**src/rtl/ram_access_ctrl.sv**
```systemverilog
// ram_access_ctrl
// Request/response front end for a single-port 32-bit synchronous RAM with a
// 1-cycle registered read. It accepts single-beat writes and incrementing
// read bursts, drives the RAM controls, captures read data while the RAM
// output is driven, and returns read beats with backpressure.
//
// Ports:
//   clk, rst_n                 clock (rising edge), async active-low reset
//   req_valid/req_ready        request handshake
//   req_we, req_addr,          1 = write / 0 = read burst, start address,
//   req_wdata, req_len         write data, read beats minus 1
//   resp_valid/resp_ready      response handshake
//   resp_data, resp_last       read beat, final beat of the burst
//   wr_done                    one-cycle pulse after a write commits
//   ram_addr, ram_din,         RAM address, write data,
//   ram_we, ram_read           write enable, read enable
//   ram_dout                   RAM read data (high-Z when not read/written)
//
// state      | meaning
// -----------+--------------------------------------------------------------
// S_IDLE     | waiting for a request; req_ready=1
// S_WR       | ram_we=1 for one cycle; RAM commits at the ending edge
// S_RD_ISSUE | ram_read=1; RAM registers mem[ram_addr] at the ending edge
// S_RD_CAPT  | ram_read held so ram_dout is driven; beat captured at the edge
// S_RD_RESP  | beat presented on resp_*; waits for resp_ready
module ram_access_ctrl #(
  parameter int ADDR_WIDTH = 8,
  parameter int LEN_WIDTH  = 4
) (
  input  logic                  clk,
  input  logic                  rst_n,
  input  logic                  req_valid,
  output logic                  req_ready,
  input  logic                  req_we,
  input  logic [ADDR_WIDTH-1:0] req_addr,
  input  logic [31:0]           req_wdata,
  input  logic [LEN_WIDTH-1:0]  req_len,
  output logic                  resp_valid,
  input  logic                  resp_ready,
  output logic [31:0]           resp_data,
  output logic                  resp_last,
  output logic                  wr_done,
  output logic [ADDR_WIDTH-1:0] ram_addr,
  output logic [31:0]           ram_din,
  output logic                  ram_we,
  output logic                  ram_read,
  input  logic [31:0]           ram_dout
);

  typedef enum logic [2:0] {
    S_IDLE,
    S_WR,
    S_RD_ISSUE,
    S_RD_CAPT,
    S_RD_RESP
  } state_t;

  state_t                state_q;
  state_t                state_d;
  logic [LEN_WIDTH-1:0]  remain_q;
  logic                  accept;
  logic                  resp_hs;

  // Gating with rst_n keeps req_ready low while reset is held even though the
  // state register already reads IDLE.
  assign req_ready = (state_q == S_IDLE) && rst_n;
  assign ram_we    = (state_q == S_WR);
  assign ram_read  = (state_q == S_RD_ISSUE) || (state_q == S_RD_CAPT);
  assign accept    = req_valid && req_ready;
  assign resp_hs   = resp_valid && resp_ready;

  always_comb begin
    state_d = state_q;
    case (state_q)
      S_IDLE: begin
        if (accept) begin
          state_d = req_we ? S_WR : S_RD_ISSUE;
        end
      end
      S_WR:       state_d = S_IDLE;
      S_RD_ISSUE: state_d = S_RD_CAPT;
      S_RD_CAPT:  state_d = S_RD_RESP;
      S_RD_RESP: begin
        if (resp_hs) begin
          state_d = (remain_q == '0) ? S_IDLE : S_RD_ISSUE;
        end
      end
      default:    state_d = S_IDLE;
    endcase
  end

  always_ff @(posedge clk or negedge rst_n) begin
    if (!rst_n) begin
      state_q    <= S_IDLE;
      remain_q   <= '0;
      ram_addr   <= '0;
      ram_din    <= '0;
      resp_valid <= 1'b0;
      resp_last  <= 1'b0;
      resp_data  <= '0;
      wr_done    <= 1'b0;
    end else begin
      state_q <= state_d;
      wr_done <= (state_q == S_WR);

      // ram_addr doubles as the current burst address.
      if (accept) begin
        ram_addr <= req_addr;
        ram_din  <= req_wdata;
        remain_q <= req_len;
      end

      if (state_q == S_RD_CAPT) begin
        resp_data  <= ram_dout;
        resp_valid <= 1'b1;
        resp_last  <= (remain_q == '0);
      end

      if ((state_q == S_RD_RESP) && resp_hs) begin
        resp_valid <= 1'b0;
        resp_last  <= 1'b0;
        if (remain_q != '0) begin
          remain_q <= remain_q - LEN_WIDTH'(1);
          ram_addr <= ram_addr + ADDR_WIDTH'(1);
        end
      end
    end
  end

endmodule
```
**config.mk**
```make
export PLATFORM = sky130hd
export DESIGN_NAME = ram_access_ctrl
export DESIGN_NICKNAME = d
export VERILOG_FILES = /design/src/rtl/ram_access_ctrl.sv
export SDC_FILE = /design/constraint.sdc
export NUM_CORES = 1
export LEC_CHECK = 0
export BUFFER_PORTS_ARGS = -buffer_cell sky130_fd_sc_hd__buf_4
export CELL_PAD_IN_SITES_DETAIL_PLACEMENT = 1
export CELL_PAD_IN_SITES_GLOBAL_PLACEMENT = 1
export CORE_MARGIN = 5
export CORE_UTILIZATION = 32
export CTS_BUF_LIST = sky130_fd_sc_hd__clkbuf_2 sky130_fd_sc_hd__clkbuf_4 sky130_fd_sc_hd__clkbuf_8
export CTS_CLUSTER_DIAMETER = 30
export DETAILED_ROUTE_END_ITERATION = 10
export GPL_ROUTABILITY_DRIVEN = 0
export PLACE_DENSITY_LB_ADDON = 0.1
export SLEW_MARGIN = 20
export SYNTH_ARGS = -nofsm -noshare
export SYNTH_HDL_FRONTEND = slang
export SYNTH_SLANG_ARGS = --single-unit
```
**constraint.sdc**
```tcl
create_clock -name clk -period 1.9 [get_ports clk]
set_input_delay 0.19 -clock clk [delete_from_list [all_inputs] [get_ports clk]]
set_output_delay 0.19 -clock clk [all_outputs]
set_load 0.02 [all_outputs]
```
### After elaboration in Yosys (flattened, before gate mapping)

Cells that the tools add are included.

| storage, ports and cells | value |
|---|---|
| register bits | 82 |
| word-level logic and storage cells | 41 |

| cells by class | value |
|---|---|
| $add $sub $neg | 2 |
| equality and inequality tests | 6 |
| muxes and demuxes | 15 |
| reductions and logical operators | 10 |

Operator list:

| kind | count |
|---|---|
| $mux W8 | 3 |
| $mux W4 | 3 |
| $pmux W3 S4 | 1 |
| $add A8 B1 Y8 const B | 1 |
| $eq A3 B2 Y1 const B | 2 |
| $mux W3 | 2 |
| $logic_and A1 B1 Y1 | 4 |
| $logic_not A4 Y1 | 1 |
| $mux W1 | 4 |
| $mux W2 | 2 |
| $ne A2 B2 Y1 const B | 2 |
| $reduce_bool A4 Y1 | 1 |
| $sub A4 B1 Y4 const B | 1 |
| $eq A3 B1 Y1 const B | 1 |
| $eq A3 B3 Y1 const B | 1 |
| $logic_not A3 Y1 | 1 |
| $reduce_and A2 Y1 | 1 |
| $reduce_bool A2 Y1 | 1 |
| $logic_or A1 B1 Y1 | 1 |

### Logic depth before layout (Yosys ltp)

Gate-level depths: netlist of run 1.

| depth | value |
|---|---|
| word-level depth | 6 |
| gate-level depth with buffers | 7 |
| depth with buffers taken out | 6 |

### Least setup slack after synthesis of run 1

Ideal clock, no wire load.

| timing path | value |
|---|---|
| path kind | register to register |
| start point | reg remain_q[0] |
| end point | reg ram_addr[3] |
| arrival time | 1.641 ns |
| setup slack | 0.129 ns |
| stages on the path, launching flop included | 8 |
| path through | dfrtp_1 > inv_1 > ha_1 > or3b_1 > and3_1 > buf_2 > nor3_1 > a211oi_2 |

| between the ends | value |
|---|---|
| word-level cells in the longest chain between the ends | 3 |

Ends and longest elaborated chain:

| item | line | RTL |
|---|---|---|
| start, declared | 60 | `logic [LEN_WIDTH-1:0] remain_q;` |
| start signal, assigned | 110 | `remain_q <= req_len;` |
| start signal, assigned | 123 | `remain_q <= remain_q - LEN_WIDTH'(1);` |
| $reduce_bool A4 Y1 | 122 | `if (remain_q != '0) begin` |
| $mux W8 | 122 |  |
| $mux W8 | 119 | `if ((state_q == S_RD_RESP) && resp_hs) begin` |
| end signal, assigned | 108 | `ram_addr <= req_addr;` |
| end signal, assigned | 124 | `ram_addr <= ram_addr + ADDR_WIDTH'(1);` |
| end, declared | 43 | `output logic [ADDR_WIDTH-1:0] ram_addr,` |

Every way passes these cells.
A chain may end at the register's enable or synchronous reset.

### Worst setup path after layout of run 1

| timing path | value |
|---|---|
| start point | reg remain_q[1] |
| end point | reg ram_addr[2] |

Same word-level chain as after synthesis.

==> results of run 1 <==
layout by cell type, fill, tap and decap left out, drive strengths merged, types with 2 or more instances in the layout:
cell,synthesis,final
a21oi,11,11
a221o,2,2
a31oi,2,2
buf,13,172
bufinv,0,3
clkbuf,3,9
clkinvlp,0,2
dfrtp,82,82
ha,2,2
inv,5,5
mux2,32,32
nand2,110,110
nand2b,2,2
nand3,5,5
nor2,6,6
nor3,5,5
o21ai,2,2
o221a,2,2
o31ai,2,2
o32ai,2,2
cell type report:
type	count	area (um^2)	share of cell area, %
clock inverter	5	105	2.08
multi-input combinational	207	1260	24.9
clock buffer	9	124	2.45
inverter	5	18.8	0.372
timing repair buffer	173	1320	26.2
tap	136	170	3.37
sequential	82	2050	40.6
cells in the mapped netlist (all sizes together), types with 3 or more instances:
library cell,count
inv,5
nand3,5
buf,13
nor3,5
nand2,110
dfrtp,82
mux2,32
clkbuf,3
nor2,6
a21oi,11
power by group:
part	switching, W	total, W	internal, W	leakage, nW
registers	0.000551	0.00313	0.00258	0.989
logic	0.00224	0.00411	0.00187	1.46
clock network	0.000626	0.00148	0.000859	0.107
total	0.00342	0.00873	0.00531	2.56
per-stage QoR:
stage	worst slack, ns	power (W)
global placement	0.0647	0.00718
detailed placement	-0.0171	0.00731
finish	0.132	0.00873
floorplan	0.129	0.00530
global route	0.00193	0.00935
CTS	0.0169	0.00884
flip-flops by register name, indices dropped and copies added, names as in the netlist:
register    cells
remain_q        4
ram_addr        8
resp_data      32
resp_valid      1
ram_din        32
state_q         3
wr_done         1
resp_last       1
worst min-delay path, stage by stage:
cell and delay, ns:
buf_4 0.07, nand2_1 0.04, nand2_1 0.04
timing repair:
action	in CTS	in global routing
setup endpoints to repair	1	11
resized for setup	1	7
hold buffers	1	0
hold endpoints to repair	32	0
pin swaps	0	2
buffers inserted	0	1
layer usage:
| layer | vias up | wire length, um |
|---|---|---|
| li1 | 1371 | - |
| met1 | 1404 | 4240 |
| met2 | 96 | 4930 |
| met3 | 4 | 805 |
| met4 | 0 | 52 |
| met5 | - | 0 |
cells by family after synthesis:
group           Yosys count
buf+inv                  21
fa+ha+maj                 2
simple gates            140
mux                      33
flops                    82
compound gates           32
final timing paths:
check,startpoint,to,cells after the start
max,remain_q[1],ram_addr[2],7
max in group asynchronous,rst_n,ram_din[15],3
max reg2reg,remain_q[1],ram_addr[2],7
min,req_wdata[5],ram_din[5],3
min reg2reg,ram_din[27],ram_din[27],2
min in group asynchronous,rst_n,ram_addr[4],3
==> impl_metrics.env, run 1 <==
export IMPL_status="finished clean"
export IMPL_tns_ns=0
export IMPL_slowest_delay_ns=0.42
export IMPL_yosysSeqAreaShare_pct=60.7
export IMPL_synthCells=310
export IMPL_critPathTopFamily="compound AO/OA/AOI/OAI gates"
export IMPL_synth_area_top_cells="dfrtp_1 (61%), nand2_1 (12%), mux2_1 (8.7%), mux2_2 (2.0%), buf_2 (1.8%)"
export IMPL_ir_worst_vdd_mv=0.534
export IMPL_whs_ns=0.0270
export IMPL_cp_cell_sequence="inv_2 > ha_1 > or3b_4 > a32oi_4 > buf_6 > o21bai_1 > a21oi_1"
export IMPL_cp_max_fo=4
export IMPL_cts_sinks=82
export IMPL_dieArea_um2=12700
export IMPL_coreArea_um2=10300
export IMPL_cp_start_kind="flip-flop"
export IMPL_wl_per_cell_um=16.2
export IMPL_cp_arrival_ns=2.01
export IMPL_synth_xor_area_share_pct=0
export IMPL_cp_required_ns=2.14
export IMPL_slew_viol_final=0
export IMPL_final_core_util_pct=48.9
export IMPL_worst_path_max_delay_cell="or3b_4"
export IMPL_root_buffer="clkbuf_8"
export IMPL_globalRouteTotalUtil_pct=16.0
export IMPL_synth_adder_area_share_pct=0.740
export IMPL_rrSetupSlack_ns=0.13
export IMPL_setup_viol=0
export IMPL_place_hpwl_um=7570
export IMPL_clock_path_buffers=2
export IMPL_path_buf_inv=2
export IMPL_firstDrtPassIters=4
export IMPL_path_class="flip-flop to flip-flop"
export IMPL_htree_levels=3
export IMPL_synth_area_um2=3380
export IMPL_synth_compound_area_share_pct=6.99
export IMPL_hold_viol=0
export IMPL_syn_nets=393
export IMPL_max_cap_viol_count=0
export IMPL_tightest_slew_ns=0.636
export IMPL_grt_pass1_wl_um=16500
export IMPL_synth_mux_area_share_pct=10.9
export IMPL_avgSynthCellArea_um2=10.9
export IMPL_p_leak_nw=2.56
export IMPL_yosysWarnings=0
export IMPL_worstHoldPathType="primary input to flip-flop"
export IMPL_met1_usage_pct=19.4
export IMPL_grt_max_degree=51
export IMPL_synth_async_sr_flop_share_pct=100
export IMPL_period_share_pct=93.1
export IMPL_synth_top_area_share_pct=60.7
export IMPL_synth_distinct_cells=44
export IMPL_placedCellCount=601
export IMPL_fp_dieH_um=113
export IMPL_antenna_found_initial=0
export IMPL_synth_edff_count=0
export IMPL_synth_simple_area_share_pct=17.8
export IMPL_drc=0
export IMPL_num_vias=2875
export IMPL_yosysTopAreaCell="dfrtp_1"
export IMPL_clock_fmax_ghz=0.565
export IMPL_met2_usage_pct=27.2
export IMPL_min_period_ns=1.77
export IMPL_drt_first_iter_violations=60
export IMPL_grt_overflow=0
export IMPL_start_util_pct=32.8
export IMPL_die_width_um=113
export IMPL_synth_top_family_by_area="simple AND/OR/NAND/NOR gates"
export IMPL_port_buffers=158
export IMPL_fin_skew_ns=0.0107
export IMPL_grt_pass1_vias=3172
export IMPL_postPlaceCellArea_um2=4770
export IMPL_via_per_inst=4.66
export IMPL_insertion_delay_ns=0.35
export IMPL_busiest_layer="met2"
export IMPL_ant_nets=0
export IMPL_io_pins=159
export IMPL_drt_total_wl_um=10000
export IMPL_final_nets=561
export IMPL_syn2layout_area_growth_pct=49.2
export IMPL_grt_util_met3_pct=5.56
export IMPL_cts_clk_slew_worst_paths_ns=0.09
export IMPL_cts_buffers=9
export IMPL_final_area_um2=5050
export IMPL_layoutNonFillerInstCount=617
export IMPL_final_layout_size_suffix_gt1_share_pct=41.6
export IMPL_num_antenna_cells=0
export IMPL_fill_cells=1179
export IMPL_synth_seq_cells=82
export IMPL_slew_headroom_pct=57.6
export IMPL_rows=37
export IMPL_rsz0062_at_grt="false"
export IMPL_synth_flop_cell="dfrtp_1"
export IMPL_cts_tree="built"
export IMPL_end_kind="flip-flop"
export IMPL_powerDensity_nw_per_um2=1730
No activity file was read; power rests on OpenSTA's default activity.
==> inputs of run 2 (changes only) <==
--- a/config.mk
+++ b/config.mk
@@ -9,13 +9,11 @@
 export CELL_PAD_IN_SITES_DETAIL_PLACEMENT = 1
 export CELL_PAD_IN_SITES_GLOBAL_PLACEMENT = 1
 export CORE_MARGIN = 5
-export CORE_UTILIZATION = 32
-export CTS_BUF_LIST = sky130_fd_sc_hd__clkbuf_2 sky130_fd_sc_hd__clkbuf_4 sky130_fd_sc_hd__clkbuf_8
+export CORE_UTILIZATION = 31
 export CTS_CLUSTER_DIAMETER = 30
 export DETAILED_ROUTE_END_ITERATION = 10
 export GPL_ROUTABILITY_DRIVEN = 0
 export PLACE_DENSITY_LB_ADDON = 0.1
-export SLEW_MARGIN = 20
 export SYNTH_ARGS = -nofsm -noshare
 export SYNTH_HDL_FRONTEND = slang
 export SYNTH_SLANG_ARGS = --single-unit
==> run 2 against run 1 <==
Effect of this change:
- sequential power is essentially flat
- design area is 0.35% lower
- utilization decreased by 2.1 points
- worst setup slack worse by 0.075 ns
- via count is 1.2% higher
- first-iteration DRC count grew 43%
- die area is 2.9% higher
- clock-buffer cell count increased by 1
- critical path type unchanged
==> impl_metrics.env, run 2 (synthesized netlist as in run 1, its figures left out) <==
export IMPL_status="finished clean"
export IMPL_cts_clk_slew_worst_paths_ns=0.08
export IMPL_final_nets=566
export IMPL_p_leak_nw=2.56
export IMPL_clock_fmax_ghz=0.542
export IMPL_multi_input_area_um2=1260
export IMPL_largestRegisters="ram_din (32), resp_data (32), ram_addr (8)"
export IMPL_fill_cells=1235
export IMPL_ant_nets=0
export IMPL_globalRouteTotalUtil_pct=15.1
export IMPL_via_per_inst=4.65
export IMPL_cts_buffers=9
export IMPL_final_core_util_pct=46.8
export IMPL_holdPathStages=3
export IMPL_drt_first_iter_violations=86
export IMPL_grt_overflow=0
export IMPL_max_cap_viol_count=0
export IMPL_drc=0
export IMPL_place_hpwl_um=7190
export IMPL_r2r_start="remain_q[1]"
export IMPL_grt_pass1_wl_um=15500
export IMPL_path_class="flip-flop to flip-flop"
export IMPL_hold_viol=0
export IMPL_end_kind="flip-flop"
export IMPL_cts_sinks=82
export IMPL_clock_path_buffers=2
export IMPL_firstDrtPassIters=4
export IMPL_coreArea_um2=10700
export IMPL_worstHoldPathType="primary input to flip-flop"
export IMPL_tightest_slew_ns=1.06
export IMPL_syn2layout_area_growth_pct=48.7
export IMPL_fp_dieH_um=114
export IMPL_whs_ns=0.0162
export IMPL_root_buffer="clkbuf_8"
export IMPL_die_width_um=114
export IMPL_port_buffers=158
export IMPL_setup_viol=0
export IMPL_cp_max_fo=5
export IMPL_drt_total_wl_um=9850
export IMPL_slew_viol_final=0
export IMPL_ir_worst_vdd_mv=0.618
export IMPL_fin_skew_ns=0.00962
export IMPL_htree_levels=3
export IMPL_dp_slack_ns=0.0198
export IMPL_rrSetupSlack_ns=0.06
export IMPL_cp_arrival_ns=2.08
export IMPL_finalWorstSetupSlack_ns=0.0562
export IMPL_grt_pass1_vias=3020
export IMPL_min_delay_start="req_wdata[28]"
export IMPL_layout_common_cells="buf_4 (177), nand2_1 (110), dfrtp_1 (82)"
export IMPL_cp_required_ns=2.14
export IMPL_dieArea_um2=13100
export IMPL_rows=38
export IMPL_r2r_end="ram_addr[7]"
export IMPL_regArea_um2=2050
export IMPL_insertion_delay_ns=0.35
export IMPL_io_pins=159
export IMPL_final_layout_size_suffix_gt1_share_pct=42.5
export IMPL_power_total_w=0.00855
export IMPL_cp_start_kind="flip-flop"
export IMPL_antenna_found_initial=0
export IMPL_wl_per_cell_um=15.8
export IMPL_powerDensity_nw_per_um2=1700
export IMPL_period_share_pct=97.0
export IMPL_num_antenna_cells=0
export IMPL_num_vias=2909
export IMPL_worstRegToRegCells=6
export IMPL_slew_headroom_pct=29.5
export IMPL_min_period_ns=1.84
export IMPL_min_to="ram_din[28]"
export IMPL_cts_tree="built"
export IMPL_start_util_pct=31.5
export IMPL_grt_max_degree=83
export IMPL_layout_commonest_cell="buf_4"
[run 2: changes by cell type in the layout (fill, tap and decap cells not counted), sizes merged]
cell	previous run	this run
clkinv	0	1
buf	172	178
dlygate4sd3	1	0
clkinvlp	2	1
bufinv	3	1
clkbuf	9	10
[run 2: final cells by class]
cell class                 count  share of cell area (%)
sequential                    82                    40.8
tap                          140                    3.48
inverter                       5                   0.373
timing repair buffer         178                    26.8
clock inverter                 3                   0.846
clock buffer                  10                    2.74
multi-input combinational    207                    25.0
[run 2: worst max-delay path by stage]
stage                     start           to  slack [ns]  cells after the start
CTS                 remain_q[1]  ram_addr[7]        0.02                      6
global route        remain_q[1]  ram_addr[5]       -0.01                      6
detailed placement  remain_q[0]  ram_addr[7]        0.02                      6
finish              remain_q[1]  ram_addr[7]        0.06                      6
floorplan           remain_q[0]  ram_addr[3]        0.13                      7
global placement    remain_q[0]  ram_addr[7]        0.06                      6
[run 2: critical path, cell delays in order, from the launching register on]
cell     delay, ns
dfrtp_1       0.42
inv_2         0.08
ha_2          0.18
or3b_4        0.42
a32oi_4       0.32
a21oi_1       0.07
o221a_2       0.25
[run 2: through the flow]
step,cell area (um^2),cells,setup TNS (ns)
after detailed placement,4810,609,0
after floorplan,3380,310,0
after CTS,5010,623,0
after global routing,5030,625,-0.0245
final,5030,625,0
after global placement,4810,609,0
[run 2: what timing repair did]
action                                  in CTS  in global routing
setup buffers                                1                  2
hold buffers                                 0                  0
endpoints found under the setup margin       3                  9
gates resized for setup                      3                  3
pin swaps                                    1                  2
[run 2: power breakdown]
group / switching [W] / internal, W / total, W
Sequential: 0.000535 / 0.00258 / 0.00312
Combinational: 0.00226 / 0.00194 / 0.00420
Clock: 0.000614 / 0.000620 / 0.00123
[run 2: routing by layer]
layer  vias up  GRT usage (%)  part of all wire (%)
met5         -              0                     0
met4         0           6.25                   1.5
met3        10           5.23                   9.9
met2       109           22.9                    45
met1      1410           19.6                    44
li1       1380              -                     -
==> inputs of run 3 (changes only) <==
==> constraint.sdc (replaced) <==
create_clock -name clk -period 1.61 [get_ports clk]
set_input_delay 0.161 -clock clk [delete_from_list [all_inputs] [get_ports clk]]
set_output_delay 0.161 -clock clk [all_outputs]
set_load 0.02 [all_outputs]
==> run 3 against run 2 <==
Effect of this change:
- the run now ends with setup timing left
- global-route usage grew 1.7 points
- worst hold slack gained 0.0076 ns
- register-to-register slack lost 0.17 ns
- sequential cell count is the same
- first-iteration DRC count grew 5.8%
- clock power grew 72%
- critical path type unchanged
- largest cell class unchanged
==> impl_metrics.env, run 3 (synthesized netlist as in run 1, its figures left out) <==
export IMPL_status="finished with violations"
export IMPL_violations="setup timing"
export IMPL_cp_required_ns=1.85
export IMPL_coreArea_um2=10700
export IMPL_drt_total_wl_um=10700
export IMPL_power_share_clock_pct=18.8
export IMPL_ir_worst_vdd_mv=0.793
export IMPL_setup_viol=8
export IMPL_worstHoldPathType="primary input to flip-flop"
export IMPL_insertion_delay_ns=0.35
export IMPL_tightest_slew_ns=1.06
export IMPL_cp_max_fo=6
export IMPL_cp_start_kind="flip-flop"
export IMPL_cts_clk_slew_worst_paths_ns=0.09
export IMPL_clock_path_buffers=2
export IMPL_postPlaceCellArea_um2=4980
export IMPL_slew_viol_final=0
export IMPL_drt_first_iter_violations=91
export IMPL_final_layout_size_suffix_gt1_share_pct=42.9
export IMPL_rows=38
export IMPL_cp_arrival_ns=1.96
export IMPL_grt_pass1_vias=3380
export IMPL_cts_sinks=82
export IMPL_largestRegisters="ram_din (32), resp_data (32), ram_addr (8)"
export IMPL_p_leak_nw=2.88
export IMPL_grt_overflow=0
export IMPL_globalRouteTotalUtil_pct=16.8
export IMPL_slowest_delay_ns=0.41
export IMPL_place_hpwl_um=7370
export IMPL_p_sw_w=0.00421
export IMPL_finalWorstSetupSlack_ns=-0.111
export IMPL_clock_fmax_ghz=0.581
export IMPL_intPower_w=0.00699
export IMPL_max_cap_viol_count=0
export IMPL_layout_common_cells="buf_4 (185), nand2_1 (109), dfrtp_1 (81)"
export IMPL_grt_pass1_wl_um=17400
export IMPL_slew_headroom_pct=29.6
export IMPL_final_nets=621
export IMPL_htree_levels=3
export IMPL_die_width_um=114
export IMPL_ant_nets=0
export IMPL_cts_tree="built"
export IMPL_end_kind="flip-flop"
export IMPL_powerDensity_nw_per_um2=1940
export IMPL_firstDrtPassIters=4
export IMPL_fin_skew_ns=0.00757
export IMPL_cts_buffers=9
export IMPL_antenna_found_initial=0
export IMPL_worst_path_max_delay_cell="or3b_4"
export IMPL_period_share_pct=107
export IMPL_num_antenna_cells=0
export IMPL_rsz0062_at_grt="true"
export IMPL_via_per_inst=4.55
export IMPL_min_period_ns=1.72
export IMPL_wl_per_cell_um=15.7
export IMPL_p_sw_share_pct=37.6
export IMPL_comb_power_share_pct=48.2
export IMPL_final_area_um2=5770
export IMPL_io_pins=159
export IMPL_r2r_start="remain_q[0]"
export IMPL_cp_cell_sequence="inv_2 > ha_4 > or3b_4 > a32oi_4 > a21oi_1 > o221a_1"
export IMPL_drc=0
export IMPL_grt_max_degree=83
export IMPL_min_delay_start="ram_dout[24]"
export IMPL_start_util_pct=31.5
export IMPL_critPathLaunch="remain_q[0]"
export IMPL_dieArea_um2=13100
export IMPL_hold_viol=0
export IMPL_layout_commonest_cell="buf_4"
export IMPL_placedCellCount=621
export IMPL_path_class="flip-flop to flip-flop"
export IMPL_tns_ns=-0.612
export IMPL_layoutNonFillerInstCount=683
export IMPL_port_buffers=158
export IMPL_syn2layout_area_growth_pct=70.5
export IMPL_root_buffer="clkbuf_8"
export IMPL_pwr_share_seq_pct=33.0
export IMPL_num_vias=3110
export IMPL_fp_dieH_um=114
==> run 3: changes by cell type in the layout (fill, tap and decap cells not counted), sizes merged <==
cell	before	now
buf	178	192
clkinvlp	1	2
dlygate4sd3	0	41
bufinv	1	5
clkinv	1	0
clkbuf	10	9
==> run 3: power by group through the flow <==
stage | Clock [W] | Combinational (W) | Sequential, W
after global routing | 0.00228 | 0.00585 | 0.00384
after CTS | 0.00218 | 0.00540 | 0.00370
after global placement | 0 | 0.00511 | 0.00368
after detailed placement | 0 | 0.00522 | 0.00372
final | 0.00211 | 0.00539 | 0.00370
after floorplan | 0 | 0.00155 | 0.00480
==> run 3: worst max-delay path: cells and delay by family (launching register included) <==
| family | cells | cell delay [ns] |
|---|---|---|
| buffers and inverters | 1 | 0.09 |
| AND/OR/NAND/NOR | 1 | 0.41 |
| adder cells (fa/ha/maj) | 1 | 0.14 |
| AO/OA/AOI/OAI | 3 | 0.58 |
| flip-flops | 1 | 0.40 |
==> run 3: metrics by stage <==
step           hold WS, ns  power [W]  worst slack (ns)  utilization [%]
6_report            0.0238     0.0112            -0.111             53.7
5_1_grt            0.00273     0.0120            -0.183             53.7
4_1_cts           0.000944     0.0113            -0.150             53.1
3_5_place_dp         0.356    0.00894            -0.181             46.3
3_3_place_gp         0.352    0.00879            -0.120             46.3
2_1_floorplan       -0.135    0.00634           -0.0918                -
==> run 3: area by class of cell <==
| cell class | instances | area (um^2) |
|---|---|---|
| tap | 140 | 175 |
| clock inverter | 7 | 165 |
| fill | 1203 | 4980 |
| timing repair buffer | 233 | 1920 |
| inverter | 5 | 18.8 |
| multi-input combinational | 207 | 1310 |
| sequential | 82 | 2050 |
| clock buffer | 9 | 124 |
==> run 3: per-layer routing <==
| layer | vias to the layer above | track usage [%] | routed length, um |
|---|---|---|---|
| met5 | - | 0 | 0 |
| met4 | 0 | 4.51 | 119 |
| met3 | 10 | 5.02 | 747 |
| met2 | 106 | 27.1 | 5140 |
| met1 | 1502 | 22.1 | 4710 |
| li1 | 1492 | - | - |
==> run 3: path summary, 6_finish.rpt <==
path,end,slack (ns),cells past startpoint
min in group asynchronous,resp_data[25],0.09,2
max reg2reg,ram_addr[5],-0.11,6
max,ram_addr[5],-0.11,6
max in group asynchronous,state_q[2],0.80,2
min,resp_data[24],0.02,2
min reg2reg,ram_din[2],0.48,2
==> run 3: what timing repair did <==
action | 4_1_cts | 5_1_grt
endpoints found under the setup margin | 12 | 30
hold buffers | 39 | 2
gates resized for setup | 7 | 6
hold endpoints to repair | 39 | 2
pin swaps | 5 | 2
buffers inserted | 3 | 2
